<file path="config.mk">
export PLATFORM = sky130hd
export DESIGN_NAME = recirc_demux_lanes
export DESIGN_NICKNAME = d
export VERILOG_FILES = /design/src/rtl/recirc_demux_lanes.sv
export SDC_FILE = /design/constraint.sdc
export NUM_CORES = 1
export LEC_CHECK = 0
export BUFFER_PORTS_ARGS = -buffer_cell sky130_fd_sc_hd__buf_4
export CORE_MARGIN = 4
export CORE_UTILIZATION = 54
export DETAILED_ROUTE_END_ITERATION = 10
export PLACE_DENSITY = 0.84
export SLEW_MARGIN = 15
export SYNTH_ARGS = -nofsm -noshare
export SYNTH_HDL_FRONTEND = slang
export SYNTH_SLANG_ARGS = --single-unit
</file>
<file path="constraint.sdc">
create_clock -name clk -period 3.4 [get_ports clk]
set_clock_uncertainty 0.05 [all_clocks]
set_input_delay 0.68 -clock clk [delete_from_list [all_inputs] [get_ports clk]]
set_output_delay 0.68 -clock clk [all_outputs]
set_load 0.05 [all_outputs]
</file>
<file path="src/rtl/recirc_demux_lanes.sv">
// recirc_demux_lanes: registered per-lane demultiplexer for the recirculation
// stage. A lane's word goes to the main path (toward the lane mux) when its
// valid bit is set. Otherwise, or when probe_force is set, it goes to the
// probe path. Routing has one cycle of latency and no combinational
// input-to-output path. Per-lane saturating counters record how many words
// went each way.
module recirc_demux_lanes #(
  parameter int LANES = 4,
  parameter int WIDTH = 8,
  parameter int CNT_W = 8
) (
  input  logic                   clk,
  input  logic                   reset_L,
  input  logic [LANES*WIDTH-1:0] in_data,
  input  logic [LANES-1:0]       in_valid,
  input  logic [LANES-1:0]       lane_en,
  input  logic [LANES-1:0]       probe_force,
  input  logic                   cnt_clr,
  output logic [LANES*WIDTH-1:0] data_mux,
  output logic [LANES-1:0]       valid_mux,
  output logic [LANES*WIDTH-1:0] data_probe,
  output logic [LANES-1:0]       valid_probe,
  output logic [LANES*CNT_W-1:0] mux_cnt,
  output logic [LANES*CNT_W-1:0] probe_cnt
);

  localparam logic [CNT_W-1:0] CNT_MAX = '1;
  localparam logic [CNT_W-1:0] CNT_ONE = {{(CNT_W-1){1'b0}}, 1'b1};

  logic [LANES*WIDTH-1:0] data_mux_q, data_mux_d;
  logic [LANES*WIDTH-1:0] data_probe_q, data_probe_d;
  logic [LANES-1:0]       valid_mux_q, valid_mux_d;
  logic [LANES-1:0]       valid_probe_q, valid_probe_d;
  logic [LANES*CNT_W-1:0] mux_cnt_q, mux_cnt_d;
  logic [LANES*CNT_W-1:0] probe_cnt_q, probe_cnt_d;

  logic [LANES-1:0] take_mux;
  logic [LANES-1:0] take_probe;

  // Routing decision per lane. Disable wins first, then force, then valid.
  always_comb begin
    take_mux   = '0;
    take_probe = '0;
    for (int i = 0; i < LANES; i++) begin
      if (lane_en[i]) begin
        if (probe_force[i]) begin
          take_probe[i] = 1'b1;
        end else if (in_valid[i]) begin
          take_mux[i] = 1'b1;
        end else begin
          take_probe[i] = 1'b1;
        end
      end
    end
  end

  // Next-state data and valid. The path that is not selected holds its data.
  always_comb begin
    data_mux_d    = data_mux_q;
    data_probe_d  = data_probe_q;
    valid_mux_d   = take_mux;
    valid_probe_d = take_probe;
    for (int i = 0; i < LANES; i++) begin
      if (take_mux[i]) begin
        data_mux_d[i*WIDTH +: WIDTH] = in_data[i*WIDTH +: WIDTH];
      end
      if (take_probe[i]) begin
        data_probe_d[i*WIDTH +: WIDTH] = in_data[i*WIDTH +: WIDTH];
      end
    end
  end

  // Next-state counters. They saturate rather than wrap. A clear beats an
  // increment, so the word routed in the clear cycle is not counted.
  always_comb begin
    mux_cnt_d   = mux_cnt_q;
    probe_cnt_d = probe_cnt_q;
    for (int i = 0; i < LANES; i++) begin
      if (cnt_clr) begin
        mux_cnt_d[i*CNT_W +: CNT_W]   = '0;
        probe_cnt_d[i*CNT_W +: CNT_W] = '0;
      end else begin
        if (take_mux[i] && (mux_cnt_q[i*CNT_W +: CNT_W] != CNT_MAX)) begin
          mux_cnt_d[i*CNT_W +: CNT_W] = mux_cnt_q[i*CNT_W +: CNT_W] + CNT_ONE;
        end
        if (take_probe[i] && (probe_cnt_q[i*CNT_W +: CNT_W] != CNT_MAX)) begin
          probe_cnt_d[i*CNT_W +: CNT_W] = probe_cnt_q[i*CNT_W +: CNT_W] + CNT_ONE;
        end
      end
    end
  end

  // State registers. An asynchronous reset drops all outputs immediately.
  always_ff @(posedge clk or negedge reset_L) begin
    if (!reset_L) begin
      data_mux_q    <= '0;
      data_probe_q  <= '0;
      valid_mux_q   <= '0;
      valid_probe_q <= '0;
      mux_cnt_q     <= '0;
      probe_cnt_q   <= '0;
    end else begin
      data_mux_q    <= data_mux_d;
      data_probe_q  <= data_probe_d;
      valid_mux_q   <= valid_mux_d;
      valid_probe_q <= valid_probe_d;
      mux_cnt_q     <= mux_cnt_d;
      probe_cnt_q   <= probe_cnt_d;
    end
  end

  assign data_mux    = data_mux_q;
  assign valid_mux   = valid_mux_q;
  assign data_probe  = data_probe_q;
  assign valid_probe = valid_probe_q;
  assign mux_cnt     = mux_cnt_q;
  assign probe_cnt   = probe_cnt_q;

endmodule

</file>
==> run summary <==
clock transition at the register clock pins on the worst setup and hold paths after CTS = 0.06 ns
post-CTS sizing = 0
top-level I/O count = 183
Inserted Clock Buffers = 17
post-route worst hold slack = 0.0918 ns
Post-CTS Setup Repair Bufs = 0
first-iteration detailed-routing DRC count = 414
measured slew at the worst slew-check pin = 0.679 ns
register bit count reported by yosys = 136
final HPWL from detailed placement = 10500 um
clock insertion delay at the later pin of the skew report = 0.51 ns
class of the worst hold path = in2async
post-synth net total = 652
leading post-synthesis cells by cell area = sky130_fd_sc_hd__dfrtp_1 56%, sky130_fd_sc_hd__nand2_1 9.1%, sky130_fd_sc_hd__mux2_2 5.0%
Final Net Count = 836
primary flip-flop cell chosen by synthesis mapping = sky130_fd_sc_hd__dfrtp_1
number of cells traversed by the worst register-to-register path = 5
number of buffers inserted by port buffering = 182
final number of max-transition violations = 0
mean instance size in the synthesized netlist = 10.1 sq um
total negative slack = 0 ns
sequential share of power = 38.2%
antenna violation net count after detailed routing = 0
required time at the worst-slack endpoint = 3.77 ns
diode insertion count for antenna repair = 0
headroom to the max-slew limit = 54.7%
# clock sinks = 136
detail-routed via count per cell = 5.62
number of enable flip-flop cells after synthesis = 0
clock share of power = 41.6%
post-layout min period = 2.04 ns
count of yosys warnings during synthesis = 0
fraction of the core area covered by cells at the end of the flow = 74.9%
multi-input combinational cell area = 2490 sq um
Slowest-stage cell, CP = sky130_fd_sc_hd__inv_1
outcome = completed
Initial Utilization = 55.5%
period utilization = 59.9%
capturing element type of the critical path = register
max cap viols = 0
Synth Cell Area = 6040 sq um
global-route wire length before repair = 25100 um
Fmax = 0.491 GHz
number of detailed-routing iterations run before antenna repair = 5
cell-internal power = 3340 uW
count of cell types in the netlist = 47
worst-case setup margin in the final layout = 1.36 ns
Final setup viols = 0
highest net fanout along the worst path = 13
leading cell type in the layout, fill and taps excluded = sky130_fd_sc_hd__buf_4
leakage power of the design = 0.00409 uW
initial antenna violation count = 0
Max Buffers Root-to-Sink = 2
total number of vias = 5249
GR Util All Layers = 23.8%
die extent in y = 114 um
Final GP Congestion = 0.873
Clk Tree Root Cell = sky130_fd_sc_hd__clkbuf_8
overall die width = 114 um
cells traversed along the worst timing path = buf_4 > nand3b_1 > inv_1 > o211ai_1 > or3_1 > a21oi_1
clock tree from TritonCTS = done
Hold-fix buffers, CTS = 0
Mapped Cells = 597
total grt overflow = 0
area share of the largest cell type after synthesis = 56.4%
largest net degree at the start of global routing = 69
area of the core = 10900 sq um
biggest area consumer among synthesized cells = sky130_fd_sc_hd__dfrtp_1
RSZ-0062 raised after global routing = no
net switching share of the total power = 30.2%
Max rail drop VDD = 0.000365 V
number of filler instances in the final layout = 742
final routed wire length divided by cell count = 16.1 um
crit path launch type = primary input
Area Growth Syn to Fin = 35.1%
most frequent cells in the layout = 184 x sky130_fd_sc_hd__buf_4, 146 x sky130_fd_sc_hd__nand2_1, 136 x sky130_fd_sc_hd__dfrtp_1
number of hold violations in the final report = 0
stage delay of the slowest cell on the critical path = 0.47 ns
Arrival @ worst endpoint = 2.40 ns
sequential share of the synthesized area = 56.4%
Detailed Route WL = 15000 um
proportion of layout cells with a drive suffix above 1 = 31.2%
switching power = 1440 uW
H-tree levels = 4
crit path kind = in2reg
area used by sequential logic in the layout = 3400 sq um
fraction of synthesis flops using an asynchronous set or reset pin = 100%
number of global-route vias before repair = 5244
Cell Pwr Density = 586 nW/um^2
pre-CTS setup slack = 0.898 ns
number of cell rows = 38
total power of the final layout = 4780 uW
count of unresolved DRC violations after routing = 0
total die area = 12900 sq um
power share of the combinational group = 20.2%
==> registers in the layout, summed over array words and instances (netlist names) <==
register     flops
data_probe      32
data_mux        32
probe_cnt       32
valid_mux        4
mux_cnt         32
valid_probe      4
==> worst paths after layout <==
path,from,end,slack [ns]
max,probe_force[2],mux_cnt[21]$_DFFE_PN0P_,1.36
min,reset_L,probe_cnt[13]$_DFFE_PN0P_,0.09
max reg2reg,probe_cnt[16]$_DFFE_PN0P_,probe_cnt[21]$_DFFE_PN0P_,1.60
min reg2reg,data_mux[9]$_DFFE_PN0P_,data_mux[9]$_DFFE_PN0P_,0.43
max in group asynchronous,reset_L,data_mux[3]$_DFFE_PN0P_,2.35
min in group clk,in_data[21],data_mux[21]$_DFFE_PN0P_,0.32
==> power by group through the flow <==
stage	registers (uW)	clock network [uW]	logic [uW]
finish	1830	1990	965
global route	1840	2100	1020
CTS	1830	2020	975
detailed placement	1850	0	967
global placement	1850	0	947
floorplan	2290	0	171
==> synthesized netlist by cell type (2+ instances only) <==
cell	count
sky130_fd_sc_hd__a211oi_1	4
sky130_fd_sc_hd__a21oi_1	23
sky130_fd_sc_hd__a311oi_1	3
sky130_fd_sc_hd__a31oi_1	6
sky130_fd_sc_hd__and2_1	4
sky130_fd_sc_hd__and3_1	6
sky130_fd_sc_hd__and4_1	2
sky130_fd_sc_hd__buf_2	7
sky130_fd_sc_hd__clkbuf_1	11
sky130_fd_sc_hd__dfrtp_1	136
sky130_fd_sc_hd__ha_1	8
sky130_fd_sc_hd__inv_1	14
sky130_fd_sc_hd__mux2_2	27
sky130_fd_sc_hd__mux2i_1	16
sky130_fd_sc_hd__nand2_1	146
sky130_fd_sc_hd__nand2b_1	8
sky130_fd_sc_hd__nand3_1	17
sky130_fd_sc_hd__nand3b_1	4
sky130_fd_sc_hd__nand4_1	14
sky130_fd_sc_hd__nor2_1	44
sky130_fd_sc_hd__nor2b_1	6
sky130_fd_sc_hd__nor3_1	17
sky130_fd_sc_hd__nor4_1	5
sky130_fd_sc_hd__o211ai_1	4
sky130_fd_sc_hd__o21ai_0	12
sky130_fd_sc_hd__o21bai_1	4
sky130_fd_sc_hd__o31ai_1	6
sky130_fd_sc_hd__or3_1	9
sky130_fd_sc_hd__or4_1	5
sky130_fd_sc_hd__xor2_1	12
==> layout make-up <==
cell class	instances	area share, %
tap	140	2.15
sequential	136	41.7
multi-input combinational	427	30.5
clock buffer	21	5.51
inverter	14	0.644
timing repair buffer	185	17.1
clock inverter	11	2.39
==> cells by family after synthesis <==
group                      after synthesis  share of synthesized area [%]
AOI/OAI and AO/OA                       68                           7.38
xor gates and xnor gates                13                           1.89
adders and majority gates                8                           1.66
buffers and inverters                   34                           2.38
DFF                                    136                           56.4
muxes                                   43                           7.69
and+or+nand+nor                        295                           22.6
==> through the flow <==
stage | cells | instance area (sq um)
2_1_floorplan | 597 | 6040
3_3_place_gp | 902 | 7510
3_5_place_dp | 902 | 7510
4_1_cts | 934 | 8160
5_1_grt | 934 | 8160
6_report | 934 | 8160
==> routing by layer <==
metal	vias up	share of wire (%)	track usage, %
li1	2443	-	-
met1	2570	42	31.7
met2	218	50	38.5
met3	18	7.3	6.42
met4	0	1.0	7.37
met5	-	0	0
==> worst max-delay path: cells and delay by family <==
family	cells	cell delay, ns
buffers and inverters	2	0.58
AOI/OAI and AO/OA	2	0.37
and+or+nand+nor	2	0.77
Note: power is estimated with default switching activity, not from simulation.
